File: src/rtl/code_gen_ctrl.sv
// MasterMind secret-code generator: seeds and steps the RNG, draws PEGS digits by
// rejection sampling with optional no-repeat and a bounded fallback, then hands off the code.
module code_gen_ctrl #(
  parameter int          PEGS      = 4,
  parameter int          COLORS    = 6,
  parameter int          COLOR_W   = 3,
  parameter int          MAX_TRIES = 16,
  parameter logic [31:0] INIT_SEED = 32'h00000091
) (
  input  logic                      clk,
  input  logic                      rst,
  input  logic                      start,
  input  logic                      seed_load,
  input  logic [31:0]               seed_in,
  input  logic                      no_repeat,
  output logic                      rng_en,
  output logic [31:0]               rng_seed,
  input  logic [31:0]               rng_value,
  output logic [PEGS*COLOR_W-1:0]   code,
  output logic                      busy,
  output logic                      done
);

  localparam int NSYM       = 1 << COLOR_W;
  localparam int PEG_W      = (PEGS > 1) ? $clog2(PEGS) : 1;
  localparam int TRY_W      = $clog2(MAX_TRIES + 1);
  localparam bit NR_ALLOWED = (COLORS >= PEGS);

  typedef enum logic [2:0] {
    ST_INIT = 3'd0,
    ST_SEED = 3'd1,
    ST_IDLE = 3'd2,
    ST_DRAW = 3'd3,
    ST_DONE = 3'd4
  } state_t;

  state_t                    state_r;
  logic                      pending_r;
  logic                      nr_r;
  logic [PEG_W-1:0]          peg_r;
  logic [TRY_W-1:0]          tries_r;
  logic [NSYM-1:0]           used_r;
  logic [PEGS*COLOR_W-1:0]   shadow_r;

  logic [COLOR_W-1:0]        cand_s;
  logic [COLOR_W-1:0]        digit_s;
  logic                      in_range_s;
  logic                      dup_s;
  logic                      fallback_s;
  logic                      accept_s;
  logic                      last_s;
  logic [31:0]               seed_sel_s;
  logic                      unused_s;

  function automatic logic [COLOR_W-1:0] smallest_unused(input logic [NSYM-1:0] used);
    logic [COLOR_W-1:0] r;
    r = '0;
    for (int i = COLORS - 1; i >= 0; i--) begin
      if (!used[i]) begin
        r = COLOR_W'(i);
      end
    end
    return r;
  endfunction

  assign unused_s = ^rng_value[31:COLOR_W];

  // Candidate evaluation for the current DRAW cycle and seed selection for a reload.
  always_comb begin
    cand_s     = rng_value[COLOR_W-1:0];
    in_range_s = (32'(cand_s) < 32'(COLORS));
    dup_s      = nr_r & used_r[cand_s];
    fallback_s = (tries_r == TRY_W'(MAX_TRIES));
    last_s     = (peg_r == PEG_W'(PEGS - 1));
    if (fallback_s) begin
      digit_s  = nr_r ? smallest_unused(used_r) : {COLOR_W{1'b0}};
      accept_s = 1'b1;
    end else begin
      digit_s  = cand_s;
      accept_s = in_range_s & ~dup_s;
    end
    if (seed_in != 32'h0) begin
      seed_sel_s = seed_in;
    end else begin
      seed_sel_s = INIT_SEED;
    end
  end

  // Control FSM; every output is registered and reflects the state just entered.
  always_ff @(posedge clk or posedge rst) begin
    if (rst) begin
      state_r   <= ST_INIT;
      pending_r <= 1'b0;
      nr_r      <= 1'b0;
      peg_r     <= '0;
      tries_r   <= '0;
      used_r    <= '0;
      shadow_r  <= '0;
      rng_en    <= 1'b0;
      rng_seed  <= 32'h0;
      code      <= '0;
      busy      <= 1'b0;
      done      <= 1'b0;
    end else begin
      done <= 1'b0;
      case (state_r)
        ST_INIT: begin
          state_r   <= ST_SEED;
          rng_seed  <= INIT_SEED;
          rng_en    <= 1'b0;
          pending_r <= 1'b0;
        end
        ST_SEED: begin
          rng_seed <= 32'h0;
          rng_en   <= 1'b1;
          if (pending_r) begin
            state_r   <= ST_DRAW;
            busy      <= 1'b1;
            pending_r <= 1'b0;
            peg_r     <= '0;
            tries_r   <= '0;
            used_r    <= '0;
          end else begin
            state_r <= ST_IDLE;
          end
        end
        ST_IDLE: begin
          if (seed_load) begin
            state_r   <= ST_SEED;
            rng_seed  <= seed_sel_s;
            rng_en    <= 1'b0;
            pending_r <= start;
            if (start) begin
              nr_r <= no_repeat & NR_ALLOWED;
            end else begin
              nr_r <= nr_r;
            end
          end else if (start) begin
            state_r <= ST_DRAW;
            busy    <= 1'b1;
            nr_r    <= no_repeat & NR_ALLOWED;
            peg_r   <= '0;
            tries_r <= '0;
            used_r  <= '0;
          end else begin
            state_r <= ST_IDLE;
          end
        end
        ST_DRAW: begin
          if (accept_s) begin
            shadow_r[peg_r*COLOR_W +: COLOR_W] <= digit_s;
            used_r[digit_s] <= 1'b1;
            tries_r         <= '0;
            if (last_s) begin
              state_r <= ST_DONE;
              busy    <= 1'b0;
            end else begin
              peg_r <= peg_r + PEG_W'(1);
            end
          end else begin
            tries_r <= tries_r + TRY_W'(1);
          end
        end
        ST_DONE: begin
          code    <= shadow_r;
          done    <= 1'b1;
          state_r <= ST_IDLE;
        end
        default: begin
          state_r  <= ST_INIT;
          rng_en   <= 1'b0;
          rng_seed <= 32'h0;
          busy     <= 1'b0;
        end
      endcase
    end
  end

endmodule

File: config.mk
export PLATFORM = sky130hd
export DESIGN_NAME = code_gen_ctrl
export DESIGN_NICKNAME = d
export VERILOG_FILES = /design/src/rtl/code_gen_ctrl.sv
export SDC_FILE = /design/constraint.sdc
export NUM_CORES = 1
export LEC_CHECK = 0
export BUFFER_PORTS_ARGS = -buffer_cell sky130_fd_sc_hd__buf_2
export CORE_ASPECT_RATIO = 1.1
export CORE_MARGIN = 2
export CORE_UTILIZATION = 54
export DETAILED_ROUTE_END_ITERATION = 12
export PLACE_DENSITY = 0.9
export SKIP_LAST_GASP = 1
export SLEW_MARGIN = 20
export SYNTH_ARGS = -nofsm -noshare
export SYNTH_HDL_FRONTEND = slang
export SYNTH_SLANG_ARGS = --single-unit
File: constraint.sdc
create_clock -name clk -period 4 [get_ports clk]
set_input_delay 0 -clock clk [delete_from_list [all_inputs] [get_ports clk]]
set_output_delay 0 -clock clk [all_outputs]
set_load 0.01 [all_outputs]
# ---- Yosys cells after proc, flatten, opt, wreduce, memory -nomap -nowiden
# Index checks and enable logic that the tools add are counted.
dict set report totals {
  out_inout_bits 47
  reg_bits 79
}
dict set report classes {
  eq_ne 13
  addsub 3
  n_shift 2
  n_bitwise 6
  muxes 50
  reduce_logical 17
  n_lt_le_gt_ge 4
  n_mul 1
}
# cell n
set ops {}
lappend ops {{32-bit case mux with 3 select lines} 1}
lappend ops {{32-bit 2-to-1 mux} 2}
lappend ops {{4-bit negator with 34-bit output} 1}
lappend ops {{3-bit by 34-bit variable shift with 12-bit output (first input constant)} 1}
lappend ops {{3-bit by 34-bit indexed part select with 12-bit output} 1}
lappend ops {{8-bit 2-to-1 mux} 4}
lappend ops {{32-bit nonzero test} 1}
lappend ops {{3-bit 2-to-1 mux} 10}
lappend ops {{8-bit case mux with 3 select lines} 1}
lappend ops {{5-bit 2-to-1 mux} 4}
lappend ops {{3-bit case mux with 5 select lines} 1}
lappend ops {{5-bit case mux with 3 select lines} 1}
lappend ops {{2-bit != test (second input constant)} 7}
lappend ops {{1-bit 2-to-1 mux} 13}
lappend ops {{12-bit bitwise mux} 1}
lappend ops {{2-bit 2-to-1 mux} 6}
lappend ops {{6-bit AND reduction} 2}
lappend ops {{2-bit AND reduction} 5}
lappend ops {{3-bit by 4-bit less-than comparator with 1-bit output (second input constant)} 2}
lappend ops {{8-bit OR} 1}
lappend ops {{3-bit by 2-bit equality test with 1-bit output (second input constant)} 2}
lappend ops {{2-bit case mux with 3 select lines} 1}
lappend ops {{2-bit OR reduction} 3}
lappend ops {{5-bit by 1-bit adder with 5-bit output (second input constant)} 1}
lappend ops {{21 further kinds} 24}

# ---- Depth between registers and ports, before layout
dict set report logic_depth {
  ltp_word 15
  ltp_mapped 7
  depth_no_buf 7
}

# ---- Worst setup path before layout
# Ideal clock, no wire load.
dict set report synth_path {
  path_type {register to register}
  start {register tries_r[0]}
  end {register peg_r[0]}
  setup_ns 0.122
  path_buffers 0
  setup_slack_ns 2.335
  required_time_ns 3.878
  t_arrival_ns 1.543
  path_stages_with_launch 8
  cell_sequence {dfrtp_1 > inv_1 > ha_1 > nand2_1 > nor3_2 > a21oi_2 > or3_1 > a32o_1}
}
dict set report synth_via {
  elab_chain_cells 4
}
# item line
set synth_lines {}
lappend synth_lines {{start, declared} 41} ;# logic [TRY_W-1:0] tries_r;
lappend synth_lines {{start signal, assigned} 161} ;# tries_r <= tries_r + TRY_W'(1);
lappend synth_lines {{5-bit equality test} 73} ;# fallback_s = (tries_r == TRY_W'(MAX_TRIES));
lappend synth_lines {{1-bit 2-to-1 mux} 75} ;# if (fallback_s) begin
lappend synth_lines {{2-bit != test (no line)} --}
lappend synth_lines {{6-bit AND reduction (no line)} --}
lappend synth_lines {{end signal, assigned} 158} ;# peg_r <= peg_r + PEG_W'(1);
lappend synth_lines {{end, declared} 40} ;# logic [PEG_W-1:0] peg_r;
# Every way passes these cells.
# A chain may end at the register's enable or synchronous reset.

# ---- Worst setup path after layout
dict set report layout_path {
  start {input seed_in[26]}
  end {register rng_seed[12]}
}
dict set report layout_via {
  elab_chain_cells 4
}
# item line
set layout_lines {}
lappend layout_lines {{start, declared} 14} ;# input logic [31:0] seed_in,
lappend layout_lines {{32-bit nonzero test} 82} ;# if (seed_in != 32'h0) begin
lappend layout_lines {{32-bit 2-to-1 mux} 82}
lappend layout_lines {{32-bit 2-to-1 mux} 128} ;# if (seed_load) begin
lappend layout_lines {{32-bit case mux with 3 select lines} 106} ;# case (state_r)
lappend layout_lines {{end signal, assigned} 130} ;# rng_seed <= seed_sel_s;
lappend layout_lines {{end, declared} 17} ;# output logic [31:0] rng_seed,
# Every way passes these cells. The select of a mux whose other input is x is not followed.

==> impl_results.md <==
* Pwr dens at 665 mW/mm²
* Max cap viols at 0
* R2R Path Start: state_r[0]$_DFFE_PP0P_
* HPWL after detailed placement at 5.35 mm
* Gate count of the mapped netlist at slightly below 300
* Max FO, Critical Path at 29
* Crit-path cells: dlygate4sd3_1 > buf_2 > nor4_1 > nand4_1 > o2111a_1 > a22o_1
* Die height at roughly 88 µm
* Crit end category: flop
* Ant diodes at 0
* Core Rows at 30
* Setup violators final at 0
* Syn avg cell area at 12.0 µm²
* Total GRT Usage at a little over a quarter
* Die ar. at 0.00706 mm²
* Gr ovfl total at 0
* Later-pin clock latency in the skew report at 340 ps
* Register area share after synthesis at 55.7%
* Wire length of the first global-routing pass at approximately 14 mm
* Final antenna-violating net count at 0
* Post-layout util at about three quarters
* Seq cells post-synth at 77
* Layout Nets at approximately 490
* Crit path from: seed_in[26]
* First-pass DRT Iterations at 4
* Fmax at roughly 460 MHz
* Worst slew pin tran at ~1000 ps
* Area Growth Syn to Fin at 31.0%
* Number of distinct library cells after synthesis at 50
* Crit Path Class: primary input to flop
* Ys async rst share at 100%
* Initial antenna violation count at 0
* Initial DRC count at 250
* Max clock buf depth at 2
* Post-Syn Nets at 366
* Slew Viols, Final at 0
* Clock transition at the registers of the reported paths at 80 ps
* Via/cell ratio at 6.07
* CTS H-tree depth at 3
* VDD IR max at around 0.00043 V
* CP peak stage delay at approximately 670 ps
* Die X at 80.3 µm
* Total routed wirelength at roughly 9.3 mm
* Status: completed
* Avg WL per Cell at 18.6 µm
* Worst slew margin at a little under a third
* RSZ-0062 raised after global routing: no
* Post-synth EDFFs at 0
* Drc violations at 0
* Pin count of the biggest net entering global routing at between 40 and 50
* Num CTS Buffers at 9
* CTS sink count at 77
* Crit path DAT at 2410 ps
* Hold_sp: seed_load
* Final Cycle Share at between 50% and 60%
* CP startpoint kind: primary input
* GPL Wtd Cong at a little under 0.8
* Total number of vias at a little over 3000
* Worst path top cell family by delay: compound AO/OA/AOI/OAI gates
* Buffers on Ports at 86
* CP max-delay cell: o2111a_1
* Root Buffer: clkbuf_8
* Number of global-route vias before repair at about 2900
* Hold Vio Cnt, Final at 0
* Min-Delay Path Class: primary input to flop
* Core area at 0.00619 mm²
* Clock skew at 9.39 ps
* Initial Util at between 50 and 60%
* # IOs at 116
* Static Leakage at 2.25 nW
* Total power at roughly 3.0 mW
* Worst EP required at about 4200 ps
* Ys flop type: dfrtp_1
* Setup_tns at 0 ps
* Layout cell share with drive strength beyond 1 at approximately 31%
* CTS tree: done
* CP bufs+invs at 2
* Total of warnings raised by yosys at 0
* Post-Syn Area at 0.00346 mm²
* Min cycle time layout at approximately 2200 ps
where the power goes:
part	leakage (nW)	switching (mW)	internal [mW]	total, mW
Combinational	1.11	0.594	0.485	1.08
Sequential	1.03	0.234	1.05	1.28
Clock	0.107	0.296	0.357	0.654
cells in the mapped netlist, drive strengths merged, types with 4 or more instances:
| cell | number | area share, % |
|---|---|---|
| inv | 13 | 1.4 |
| and2 | 4 | 0.72 |
| nand3 | 4 | 0.58 |
| nor4 | 8 | 1.4 |
| nor2b | 4 | 0.72 |
| nor2 | 5 | 0.54 |
| o21ai | 14 | 2.0 |
| dfrtp | 77 | 56 |
| a21oi | 6 | 1.3 |
| nand2 | 22 | 2.4 |
| a22o | 44 | 11 |
| buf | 9 | 1.3 |
| a32o | 7 | 2.0 |
| ha | 8 | 2.9 |
| mux2 | 14 | 4.7 |
| nor3 | 8 | 1.7 |
what timing repair did:
item / in CTS / in global routing
hold endpoints to repair: 67 / 0
setup buffers: 0 / 0
endpoints found under the setup margin: 0 / 0
hold buffers: 36 / 0
gates resized for setup: 0 / 0
worst register-to-register path, delay by kind of cell (launching register included):
family / cells / cell delay (ps)
simple gates: 1 / 250
compound gates: 2 / 1220
flops: 1 / 540
cell type report:
cell class                 instances  area, µm²
clock inverter                     6       93.8
timing repair buffer             124        806
multi-input combinational        187       1430
tap                               80        100
sequential                        77       1930
fill                             398       1660
clock buffer                      10        128
inverter                          13       48.8
cells in the final DEF, fill, tap and decap left out, types with 2 or more instances in the layout:
cell type	n
a21oi_1	4
ha_1	8
dfrtp_1	77
nand2_1	22
a22o_1	43
a21o_1	2
o22a_1	2
bufinv_16	2
nand2b_1	3
o22ai_1	3
a32o_1	7
or3_1	2
nor4bb_1	2
and2_1	4
nor4_1	8
nand4_1	3
a22oi_1	2
a211oi_1	2
nor3_2	4
nor3_1	4
nand3_1	4
o21ai_0	13
inv_1	12
nor2_1	5
mux2i_1	2
and3_1	2
nor2b_1	4
inv_6	2
clkbuf_8	9
buf_2	86
dlygate4sd3_1	36
mux2_2	12
buf_4	2
registers in the layout, summed over array words and instances, names as in the netlist:
register / cells
rng_seed: 32
code: 12
shadow_r: 12
used_r: 6
tries_r: 5
state_r: 3
peg_r: 2
busy: 1
done: 1
nr_r: 1
pending_r: 1
rng_en: 1
routing by layer:
metal | share of wire, % | global-route usage, %
met5 | 0 | 0
met4 | 2.5 | 11.2
met3 | 6.9 | 5.36
met2 | 48 | 43.9
met1 | 43 | 35.1
per-stage QoR:
step | area, µm² | hold slack, ps | std cells | setup slack, ps
floorplan | 3460 | 133 | 289 | 2030
global placement | 3950 | 119 | 445 | 2090
detailed placement | 3950 | 125 | 445 | 2010
CTS | 4530 | 111 | 497 | 1980
global route | 4530 | 155 | 497 | 1760
finish | 4530 | 118 | 497 | 1810
path summary, 6_finish.rpt:
| kind | endpoint | slack (ps) | cells past startpoint |
|---|---|---|---|
| worst max-delay path | rng_seed[12]$_DFFE_PP0P_ | 1810 | 6 |
| worst min register to register | rng_seed[4]$_DFFE_PP0P_ | 480 | 2 |
| min in group asynchronous | rng_seed[27]$_DFFE_PP0P_ | 290 | 3 |
| worst min-delay path | pending_r$_DFFE_PP0P_ | 120 | 4 |
| worst max register to register | rng_seed[12]$_DFFE_PP0P_ | 1920 | 3 |
| max in group asynchronous | code[1]$_DFFE_PP0P_ | 2700 | 4 |
kinds of logic after synthesis:
group,after synthesis,share of synthesized area (%)
AOI/OAI and AO/OA,90,20.9
DFF,77,55.7
and+or+nand+nor,73,12.3
buffers and inverters,25,3.00
muxes,16,5.25
adders and majority gates,8,2.89
Note: power is estimated with default switching activity, not from simulation.
